==> src/rtl/flush_ctrl_pkg.sv <==
// Shared types and constants for the writeback-driven flush/redirect controller.
// The counter step helper is used for both the in-flight counter and the drain counter.
package flush_ctrl_pkg;

  localparam int CNT_W           = 2;
  localparam int MAX_OUTSTANDING = 3;

  typedef logic [CNT_W-1:0] cnt_t;

  typedef enum logic [1:0] {
    IDLE     = 2'd0,
    DRAIN    = 2'd1,
    REDIRECT = 2'd2
  } flush_state_e;

  // Saturating up/down step: a simultaneous inc and dec cancel out.
  function automatic cnt_t cnt_step(input cnt_t c, input logic inc, input logic dec);
    cnt_t r;
    r = c;
    if (inc && !dec && (c != cnt_t'(MAX_OUTSTANDING))) begin
      r = c + cnt_t'(1);
    end else if (dec && !inc && (c != cnt_t'(0))) begin
      r = c - cnt_t'(1);
    end
    return r;
  endfunction

endpackage

==> src/rtl/flush_ctrl_if.sv <==
// Bundle between writeback/fetch (master side) and the flush controller (slave side).
interface flush_ctrl_if;
  import flush_ctrl_pkg::*;

  logic        wb_ex;
  logic        ertn_flush;
  logic [31:0] ex_entry;
  logic [31:0] era;
  logic        inst_req_fire;
  logic        inst_data_ok;
  logic        redirect_ready;

  logic        stage_flush;
  logic        redirect_valid;
  logic [31:0] redirect_pc;
  logic        fetch_block;
  logic        discard_data;
  cnt_t        outstanding;

  modport master (
    output wb_ex, ertn_flush, ex_entry, era, inst_req_fire, inst_data_ok, redirect_ready,
    input  stage_flush, redirect_valid, redirect_pc, fetch_block, discard_data, outstanding
  );

  modport slave (
    input  wb_ex, ertn_flush, ex_entry, era, inst_req_fire, inst_data_ok, redirect_ready,
    output stage_flush, redirect_valid, redirect_pc, fetch_block, discard_data, outstanding
  );

endinterface

==> src/rtl/flush_ctrl_inst_req_counter.sv <==
// In-flight fetch request counter; also exposes the value it will hold next cycle
// so the flush FSM can snapshot it including same-cycle fire/data_ok.
module inst_req_counter
  import flush_ctrl_pkg::*;
(
  input  logic clk,
  input  logic resetn,
  input  logic fire,
  input  logic data_ok,
  output cnt_t count,
  output cnt_t count_next
);

  always_comb begin
    count_next = cnt_step(count, fire, data_ok);
  end

  always_ff @(posedge clk) begin
    if (!resetn) begin
      count <= '0;
    end else begin
      count <= count_next;
    end
  end

endmodule

==> src/rtl/flush_ctrl.sv <==
// Flush controller: on an exception/ertn commit it flushes the pipeline, drains the
// fetch responses belonging to cancelled requests, then presents the redirect target.
module flush_ctrl
  import flush_ctrl_pkg::*;
(
  input  logic         clk,
  input  logic         resetn,
  flush_ctrl_if.slave  bus
);

  flush_state_e state, state_next;
  cnt_t         cancel_cnt, cancel_next;
  cnt_t         out_next;
  logic [31:0]  redirect_pc_q, pc_next;
  logic         flush_event;

  inst_req_counter u_inst_req_counter (
    .clk        (clk),
    .resetn     (resetn),
    .fire       (bus.inst_req_fire),
    .data_ok    (bus.inst_data_ok),
    .count      (bus.outstanding),
    .count_next (out_next)
  );

  assign flush_event = bus.wb_ex | bus.ertn_flush;

  always_comb begin
    state_next  = state;
    cancel_next = cancel_cnt;
    pc_next     = redirect_pc_q;
    unique case (state)
      IDLE: begin
        if (flush_event) begin
          pc_next     = bus.wb_ex ? bus.ex_entry : bus.era;
          cancel_next = out_next;
          state_next  = (out_next != cnt_t'(0)) ? DRAIN : REDIRECT;
        end
      end
      DRAIN: begin
        cancel_next = cnt_step(cancel_cnt, bus.inst_req_fire, bus.inst_data_ok);
        // Last cancelled response leaves only when no new request replaces it.
        if (bus.inst_data_ok && !bus.inst_req_fire && (cancel_cnt == cnt_t'(1))) begin
          state_next = REDIRECT;
        end
      end
      REDIRECT: begin
        if (bus.redirect_ready) begin
          state_next = IDLE;
        end
      end
      default: begin
        state_next = IDLE;
      end
    endcase
  end

  always_ff @(posedge clk) begin
    if (!resetn) begin
      state         <= IDLE;
      cancel_cnt    <= '0;
      redirect_pc_q <= '0;
    end else begin
      state         <= state_next;
      cancel_cnt    <= cancel_next;
      redirect_pc_q <= pc_next;
    end
  end

  // Every control output is forced low while reset is held, even before the edge.
  assign bus.stage_flush    = resetn & flush_event & (state == IDLE);
  assign bus.redirect_valid = resetn & (state == REDIRECT);
  assign bus.fetch_block    = resetn & (state != IDLE);
  assign bus.discard_data   = resetn & (state == DRAIN) & bus.inst_data_ok;
  assign bus.redirect_pc    = redirect_pc_q;

endmodule

==> src/flat_wrapper.sv <==
// flat-port wrapper written by rule: the top's interface ports become plain ports
module flush_ctrl_flat import flush_ctrl_pkg::*;
  (clk, resetn, bus_wb_ex, bus_ertn_flush, bus_ex_entry, bus_era, bus_inst_req_fire, bus_inst_data_ok, bus_redirect_ready, bus_stage_flush, bus_redirect_valid, bus_redirect_pc, bus_fetch_block, bus_discard_data, bus_outstanding);
  flush_ctrl_if bus_i ();
  input  logic clk;
  input  logic resetn;
  input wire logic [$bits(bus_i.wb_ex)-1:0] bus_wb_ex;
  input wire logic [$bits(bus_i.ertn_flush)-1:0] bus_ertn_flush;
  input wire logic [$bits(bus_i.ex_entry)-1:0] bus_ex_entry;
  input wire logic [$bits(bus_i.era)-1:0] bus_era;
  input wire logic [$bits(bus_i.inst_req_fire)-1:0] bus_inst_req_fire;
  input wire logic [$bits(bus_i.inst_data_ok)-1:0] bus_inst_data_ok;
  input wire logic [$bits(bus_i.redirect_ready)-1:0] bus_redirect_ready;
  output wire logic [$bits(bus_i.stage_flush)-1:0] bus_stage_flush;
  output wire logic [$bits(bus_i.redirect_valid)-1:0] bus_redirect_valid;
  output wire logic [$bits(bus_i.redirect_pc)-1:0] bus_redirect_pc;
  output wire logic [$bits(bus_i.fetch_block)-1:0] bus_fetch_block;
  output wire logic [$bits(bus_i.discard_data)-1:0] bus_discard_data;
  output wire logic [$bits(bus_i.outstanding)-1:0] bus_outstanding;
  assign bus_i.wb_ex = bus_wb_ex;
  assign bus_i.ertn_flush = bus_ertn_flush;
  assign bus_i.ex_entry = bus_ex_entry;
  assign bus_i.era = bus_era;
  assign bus_i.inst_req_fire = bus_inst_req_fire;
  assign bus_i.inst_data_ok = bus_inst_data_ok;
  assign bus_i.redirect_ready = bus_redirect_ready;
  assign bus_stage_flush = bus_i.stage_flush;
  assign bus_redirect_valid = bus_i.redirect_valid;
  assign bus_redirect_pc = bus_i.redirect_pc;
  assign bus_fetch_block = bus_i.fetch_block;
  assign bus_discard_data = bus_i.discard_data;
  assign bus_outstanding = bus_i.outstanding;
  flush_ctrl u_core (.clk(clk), .resetn(resetn), .bus(bus_i));
endmodule
==> config.mk <==
export PLATFORM = sky130hd
export DESIGN_NAME = flush_ctrl_flat
export DESIGN_NICKNAME = d
export VERILOG_FILES = /design/src/rtl/flush_ctrl_pkg.sv /design/src/rtl/flush_ctrl_if.sv /design/src/rtl/flush_ctrl_inst_req_counter.sv /design/src/rtl/flush_ctrl.sv /design/src/flat_wrapper.sv
export SDC_FILE = /design/constraint.sdc
export NUM_CORES = 1
export LEC_CHECK = 0
export ABC_AREA = 1
export BUFFER_PORTS_ARGS = -buffer_cell sky130_fd_sc_hd__clkbuf_2
export CAP_MARGIN = 20
export CORE_MARGIN = 2
export CORE_UTILIZATION = 35
export CTS_CLUSTER_SIZE = 25
export DETAILED_ROUTE_END_ITERATION = 8
export PLACE_DENSITY = 0.66
export SKIP_LAST_GASP = 1
export SYNTH_ARGS = -nofsm -noshare
export SYNTH_HDL_FRONTEND = slang
export SYNTH_SLANG_ARGS = --single-unit
==> constraint.sdc <==
create_clock -name clk -period 1.5 [get_ports clk]
set_input_delay 0.225 -clock clk [delete_from_list [all_inputs] [get_ports clk]]
set_output_delay 0.225 -clock clk [all_outputs]
set_load 0.03 [all_outputs]
==> results of run 1 <==
[layout make-up]
| cell class | count | area, µm² |
|---|---|---|
| well taps | 72 | 90.09 |
| clock buffers | 5 | 68.82 |
| inverters | 51 | 191.4 |
| clock inverters | 3 | 68.82 |
| fillers | 560 | 2723 |
| flip-flops and latches | 38 | 764.5 |
| repair buffers | 113 | 623.1 |
| multi-input cells | 180 | 909.6 |
[cells by family (layout without fill, tap and decap cells)]
kind of cell,count (synthesis),after routing,share of synthesized area [%]
AOI/OAI and AO/OA,108,108,27.93
buffers and inverters,69,172,14.99
and+or+nand+nor,66,66,14.29
DFF,38,38,39.12
adders and majority gates,5,5,3.218
xor gates and xnor gates,1,1,0.4505
[Yosys cell counts]
cell,instances,share of area [%]
sky130_fd_sc_hd__inv_2,3,0.58
sky130_fd_sc_hd__buf_2,11,2.8
sky130_fd_sc_hd__nor2_2,2,0.64
sky130_fd_sc_hd__buf_6,2,1.2
sky130_fd_sc_hd__and3_1,1,0.32
sky130_fd_sc_hd__o21ai_1,20,5.1
sky130_fd_sc_hd__buf_4,1,0.39
sky130_fd_sc_hd__clkbuf_1,4,0.77
sky130_fd_sc_hd__inv_1,48,9.3
sky130_fd_sc_hd__xor2_1,1,0.45
sky130_fd_sc_hd__nor3_1,3,0.77
sky130_fd_sc_hd__nand2_1,13,2.5
sky130_fd_sc_hd__or2_1,1,0.32
sky130_fd_sc_hd__ha_1,5,3.2
sky130_fd_sc_hd__dfxtp_1,38,39
sky130_fd_sc_hd__o211ai_1,1,0.39
sky130_fd_sc_hd__a21oi_1,72,19
sky130_fd_sc_hd__nor2_1,37,7.1
sky130_fd_sc_hd__nand3_1,7,1.8
sky130_fd_sc_hd__nand3b_1,2,0.77
sky130_fd_sc_hd__o21ai_0,15,3.9
[final timing paths]
check	from	end	slack, ns	depth (start not counted)
hold / removal	bus_ex_entry[12]	u_core.bus.redirect_pc[12]$_SDFFE_PN0P_	0.21	3
hold reg to reg	u_core.bus.redirect_pc[15]$_SDFFE_PN0P_	u_core.bus.redirect_pc[15]$_SDFFE_PN0P_	0.52	2
setup reg to reg	u_core.u_inst_req_counter.count[1]$_SDFF_PN0_	u_core.state[1]$_SDFFE_PN0P_	0.16	9
setup / recovery	u_core.state[0]$_SDFFE_PN0P_	bus_stage_flush	0.07	6
[layer usage]
layer  share of wire (%)  track usage [%]
met1                  44            18.08
met2                  47            26.84
met3                 8.0            5.402
met4                 1.2            5.263
met5                   0                0
[worst reg2reg max path, delay by kind of cell (launching register included)]
| kind | cells | cell delay, ns |
|---|---|---|
| AOI/OAI and AO/OA | 1 | 0.15 |
| buffers and inverters | 2 | 0.13 |
| and+or+nand+nor | 5 | 0.44 |
| adders and majority gates | 1 | 0.17 |
| DFF | 1 | 0.39 |
[state kept, by name, indices dropped and copies added, names as in the netlist]
register	flops
u_core.u_inst_req_counter.count	2
u_core.cancel_cnt	2
u_core.bus.redirect_pc	32
u_core.state	2
[layout by cell type (no fill, tap or decap), drive strengths merged]
cell,count
a21oi,72
and3,1
buf,8
bufinv,2
clkbuf,110
clkinv,1
dfxtp,38
ha,5
inv,51
nand2,13
nand3,7
nand3b,2
nor2,39
nor3,3
o211ai,1
o21ai,35
or2,1
xor2,1
[report_power, final]
group / switching, mW / total (mW) / leakage [nW] / internal [mW]
clock network: 0.374 / 1.04 / 0.0683 / 0.666
registers: 0.165 / 1.47 / 0.316 / 1.31
logic: 1.27 / 1.92 / 1.08 / 0.643
total: 1.81 / 4.43 / 1.46 / 2.61
[stage by stage]
stage / TNS, ns / instance area [µm²] / hold slack, ns
finish: 0 / 2716 / 0.2137
global route: -0.002990 / 2716 / 0.2114
CTS: -0.01232 / 2708 / 0.2038
detailed placement: 0 / 2547 / 0.5066
global placement: 0 / 2547 / 0.5042
floorplan: 0 / 1944 / 0.4163
[repair_timing]
| item | 4_1_cts | 5_1_grt |
|---|---|---|
| hold buffers | 0 | 0 |
| gates resized for setup | 6 | 7 |
| pin swaps | 1 | 0 |
| setup endpoints to repair | 3 | 6 |
| setup buffers | 1 | 0 |
==> metrics.txt, run 1 <==
fmax ~700 MHz; post-detailed-placement half-perimeter wirelength 3555 µm; Final Hold Vio Count 0; maximum clock skew at final layout 0.007043 ns; Avg Inst Size Synth 6.775 µm²; post-layout minimum cycle time approximately 1.4 ns; die height just under 80 µm; Cell Area, Synth between 1500 and 2000 µm²; buffer depth of the longest clock path 2; crit path kind flip-flop to output port; launching element type of the critical path flip-flop; Post-Layout Cell Count roughly 460; largest stage delay on the critical path approximately 0.34 ns; initial antenna violation count 0; worst-path maximum fanout 3; setup repair after global routing missed its margin yes; Root Driver sky130_fd_sc_hd__clkbuf_8; number of buffers created by CTS 5; FF+latch count, synth 38; depth of the CTS H-tree 2; antenna diode count 0; family with the most delay on the worst path flip-flops; grt ovf 0; share of post-route cells with drive strength above 1 between 30% and 40%; cells after synthesis 287; count of port buffers added during placement ~110; Slowest cell on crit path sky130_fd_sc_hd__dfxtp_2; I/O pin total about 110; final routed wirelength across all metal layers around 4700 µm; post-detailed-route count of antenna-violating nets 0; Syn. warnings 0; Req. time, crit path 1.27 ns; cell chain of the critical path inv_2 > nand2_2 > nor2_4 > inv_1 > nor2_1 > buf_4; Slew Limit Fails 0; Unique masters post-synth 21; total die area around 6200 µm²; sequential area share after synthesis slightly below 40%; Relative slew margins roughly 77%; worst IR drop on VDD a little over 700 µV; post-route DRC violation count 0; Area Overhead vs Synth 39.70%; global placer's final weighted congestion about 0.77; crit path DAT 1.21 ns; die outline width approximately 80 µm; power density over the cells around 1600 nW/µm²; standby leakage power between 1 and 1.5 nW; global-route wire length before repair just under 8000 µm; overall power of the completed layout approximately 4.4 mW; clock net sink count 38; final number of setup-violating endpoints 0; critical path capture point type output port; Iter 0 DRT Violations between 40 and 50; Vias per Instance approximately 4.5; net total in the final layout ~470; Clock Latency Late Sink approximately 0.29 ns; maximum number of pins on one net before global-route repair between 60 and 70; vias in the first global route around 1,900; post-synthesis net count about 360; count of placed standard cells including taps ~450; clock transition at the registers of the reported paths about 0.08 ns; Worst Tran Pin Value between 0.3 and 0.4 ns; GRT Total Usage 15.64%; Rows 27; detailed-route via count roughly 2,100; pre-CTS setup slack between 0.1 and 0.15 ns; share of the clock period used by the worst path a little over nine tenths; Core Area 5439 µm²; number of optimization iterations in the first detailed-route pass 4; outcome finished, final reports clean; Crit path buffers/inverters 3; Hold WC Path Type input port to flip-flop; fin worst setup slack about 0.068 ns; drt wl/cell between 10 and 15 µm; count of max-cap constraint violations 0; post-layout utilization of the core 49.94%; starting density of the core 35.75%; CTS tree done
(Power assumes the default switching activity.)
==> run 2, diff against run 1 <==
ABC_AREA = not set   (was 1)
CORE_UTILIZATION = 43   (was 35)
PLACE_DENSITY = 0.79   (was 0.66)
==> run 2 against run 1 <==
  * The flow now finishes with violations (negative setup slack)
  * Flip-flop and latch count unchanged
  * Synthesized area down 3.6%
  * Wire length up 4.4%
  * Fmax fell by 17%
  * Critical path depth did not move
  * Largest cell class unchanged
  * Largest power group unchanged
==> metrics.txt, run 2 <==
post-detailed-route count of antenna-violating nets 0 (unchanged); total die area 4903 µm² (-21%); Clock Latency Late Sink 0.28 ns (about the same); FF+latch count, synth 38 (unchanged); Core Area 4264 µm² (-22%); setup repair after global routing missed its margin yes; worst-path maximum fanout 3 (unchanged); final number of setup-violating endpoints 3 (+3); global placer's final weighted congestion 0.7613 (-0.78%); grt ovf 0 (unchanged); count of placed standard cells including taps 364 (-20%); critical path capture point type flip-flop; number of optimization iterations in the first detailed-route pass 4 (unchanged); family with the most delay on the worst path simple AND/OR/NAND/NOR gates; Worst Tran Pin Value 0.4462 ns (+0.1054 ns); drt wl/cell 13.07 µm (+28%); I/O pin total 109 (unchanged); count of max-cap constraint violations 0 (unchanged); maximum number of pins on one net before global-route repair 39 (-40%); die outline width 70.02 µm (-11%); number of enable flip-flop cells after synthesis 0 (unchanged); post-layout utilization of the core 65.85% (+16 points); vias in the first global route 1,766 (-5.3%); share of the clock period used by the worst path 115.3% (+20 points); sum of negative setup slack -0.5479 ns (-0.5479 ns); post-cts hold buffer count 0 (unchanged); clock net sink count 38 (unchanged); fin worst setup slack -0.2297 ns (-0.2974 ns); initial antenna violation count 0 (unchanged); number of buffers created by CTS 5 (unchanged); cell chain of the critical path ha_4 > or3b_4 > a311oi_4 > buf_4 > mux2i_1 > a21oi_2; most common library cells after synthesis sky130_fd_sc_hd__nor2_1, sky130_fd_sc_hd__dfxtp_1, sky130_fd_sc_hd__mux2i_1, sky130_fd_sc_hd__a211oi_1, sky130_fd_sc_hd__buf_2; crit path kind flip-flop to flip-flop; post-synthesis net count 281 (-23%); Worst Hold Path Cells 3 (unchanged); antenna diode count 0 (unchanged); count of port buffers added during placement 108 (unchanged); violations in the final reports negative setup slack; Rows 24 (-11%); post-detailed-placement half-perimeter wirelength 3698 µm (+4.0%); Slowest cell on crit path sky130_fd_sc_hd__or3b_4; maximum clock skew at final layout 0.005260 ns (-0.001784 ns); leading cell type in the layout, fill and taps excluded sky130_fd_sc_hd__clkbuf_2; die height 70.02 µm (-11%); Vias per Instance 4.974 (+10%); net switching fraction of the power 39.71% (-1.2 points); Switch Pwr 1.541 mW (-15%); commonest cells after routing, fill and taps aside sky130_fd_sc_hd__clkbuf_2, sky130_fd_sc_hd__nor2_1, sky130_fd_sc_hd__mux2i_1, sky130_fd_sc_hd__dfxtp_1, sky130_fd_sc_hd__a211oi_1; most repeated cell in the gate-level netlist after synthesis sky130_fd_sc_hd__nor2_1; Slew Limit Fails 0 (unchanged); Post-Layout Cell Count 378 (-18%); Most used DFF post-synth sky130_fd_sc_hd__dfxtp_1; post-route DRC violation count 0 (unchanged); Cell Area, Synth 1874 µm² (-3.6%); Avg Inst Size Synth 9.143 µm² (+35%); clock share of power 18.2% (-5.3 points); largest stage delay on the critical path 0.38 ns (+0.04 ns); Area Overhead vs Synth 49.80%; GRT Total Usage 19.67% (+4.0 points); buffer depth of the longest clock path 2 (unchanged); Final Hold Vio Count 0 (unchanged); Iter 0 DRT Violations 68 (+51%); number of inserted filler cells in the final layout 382 (-32%); Relative slew margins 70.25% (-6.9 points); global-route wire length before repair 7852 µm (about the same); Root Driver sky130_fd_sc_hd__clkbuf_8; post-layout minimum cycle time 1.730 ns (+0.2974 ns); clock transition at the registers of the reported paths 0.07 ns (about the same); outcome complete, but fails checks; proportion of power drawn by combinational gates 46.0% (+2.7 points); top cells by area in the synthesized netlist sky130_fd_sc_hd__dfxtp_1, sky130_fd_sc_hd__mux2i_1, sky130_fd_sc_hd__a211oi_1; Crit path buffers/inverters 1 (-2); fmax 578.1 MHz (-17%); worst IR drop on VDD 621.2 µV (-12%); total number of cells along the worst setup path 6 (unchanged); internal power 2.339 mW (-11%); crit path DAT 1.90 ns (+0.69 ns); standby leakage power 1.404 nW (-4.1%); share of post-route cells with drive strength above 1 49.69% (+16 points); detailed-route via count 1,880 (-9.9%); Hold WC Path Type input port to flip-flop; net total in the final layout 401 (-14%); proportion of netlist area held by the largest area contributor 40.59% (+1.5 points); launching element type of the critical path flip-flop; Largest register FFs 32 (unchanged); final routed wirelength across all metal layers 4939 µm (+4.4%); relative contribution of sequential cells to total power 35.8% (+2.6 points); Syn. warnings 0 (unchanged); power density over the cells 1382 nW/µm² (-15%); Unique masters post-synth 30 (+43%); dominant cell type by area after synthesis sky130_fd_sc_hd__dfxtp_1; sequential area share after synthesis 40.59% (+1.5 points); starting density of the core 43.96% (+8.2 points); number of cells on the worst reg-to-reg path 6 (-3); cells after synthesis 205 (-29%); depth of the CTS H-tree 2 (unchanged); share of synthesized flip-flops with an asynchronous set or reset 0% (unchanged); Req. time, crit path 1.67 ns (+0.40 ns); CTS tree done
-- run 2: worst paths after layout --
kind                                                              start                                       to  slack (ns)
worst max-delay path                  u_core.cancel_cnt[0]$_SDFFE_PN0P_        u_core.cancel_cnt[0]$_SDFFE_PN0P_       -0.23
worst min-delay path                                        bus_era[19]  u_core.bus.redirect_pc[19]$_SDFFE_PN0P_        0.26
worst max register to register        u_core.cancel_cnt[0]$_SDFFE_PN0P_        u_core.cancel_cnt[0]$_SDFFE_PN0P_       -0.23
worst min register to register  u_core.bus.redirect_pc[11]$_SDFFE_PN0P_  u_core.bus.redirect_pc[11]$_SDFFE_PN0P_        0.50
-- run 2: layout make-up --
type	instances	area, µm²	share of cell area [%]
clock buffer	7	86.33	3.075
clock inverter	1	5.005	0.1783
inverter	7	26.28	0.9358
multi-input combinational	145	1121	39.93
sequential	38	777.0	27.67
tap	52	65.06	2.317
timing repair buffer	128	726.9	25.89
-- run 2: kinds of logic after synthesis --
kind of cell / count (synthesis) / synth area share (%)
AND/OR/NAND/NOR: 62 / 15.42
AO/OA/AOI/OAI: 44 / 17.29
flip-flops: 38 / 40.59
multiplexers: 33 / 17.62
buffers and inverters: 22 / 5.273
adder cells (fa/ha/maj): 5 / 3.338
XOR/XNOR: 1 / 0.4674
-- run 2: power by group through the flow --
stage                     Clock, mW  Sequential, mW  Combinational [mW]
after floorplan                   0            1.79               0.710
after global placement            0            1.39                1.61
after detailed placement          0            1.40                1.64
after CTS                     0.729            1.39                1.68
after global routing          0.774            1.42                1.93
final                         0.705            1.39                1.78
-- run 2: tightest hold or removal path: stages --
cell and delay (ns):
sky130_fd_sc_hd__clkbuf_2 0.08, sky130_fd_sc_hd__mux2i_1 0.11, sky130_fd_sc_hd__a211oi_1 0.08
-- run 2: layer usage --
metal	wire, µm	share of wire, %	GRT usage, %	up-vias
li1	-	-	-	980
met1	2041	41	23.30	834
met2	2505	51	34.50	64
met3	376	7.6	6.349	2
met4	14	0.28	4.701	0
met5	0	0	0	-
-- run 2: stage by stage --
step	cell area, µm²	hold slack [ns]	setup slack (ns)	total power, mW
3_3_place_gp	2559	0.4852	-0.1680	2.993
4_1_cts	2698	0.2550	-0.2204	3.798
5_1_grt	2808	0.2650	-0.2755	4.130
2_1_floorplan	1903	0.3554	-0.1792	2.499
3_5_place_dp	2559	0.4913	-0.2470	3.042
6_report	2808	0.2632	-0.2297	3.880
-- run 2: timing repair --
item / 4_1_cts / 5_1_grt
buffers inserted: 2 / 4
gates resized for setup: 12 / 22
endpoints found under the setup margin: 6 / 10
pin swaps: 6 / 6
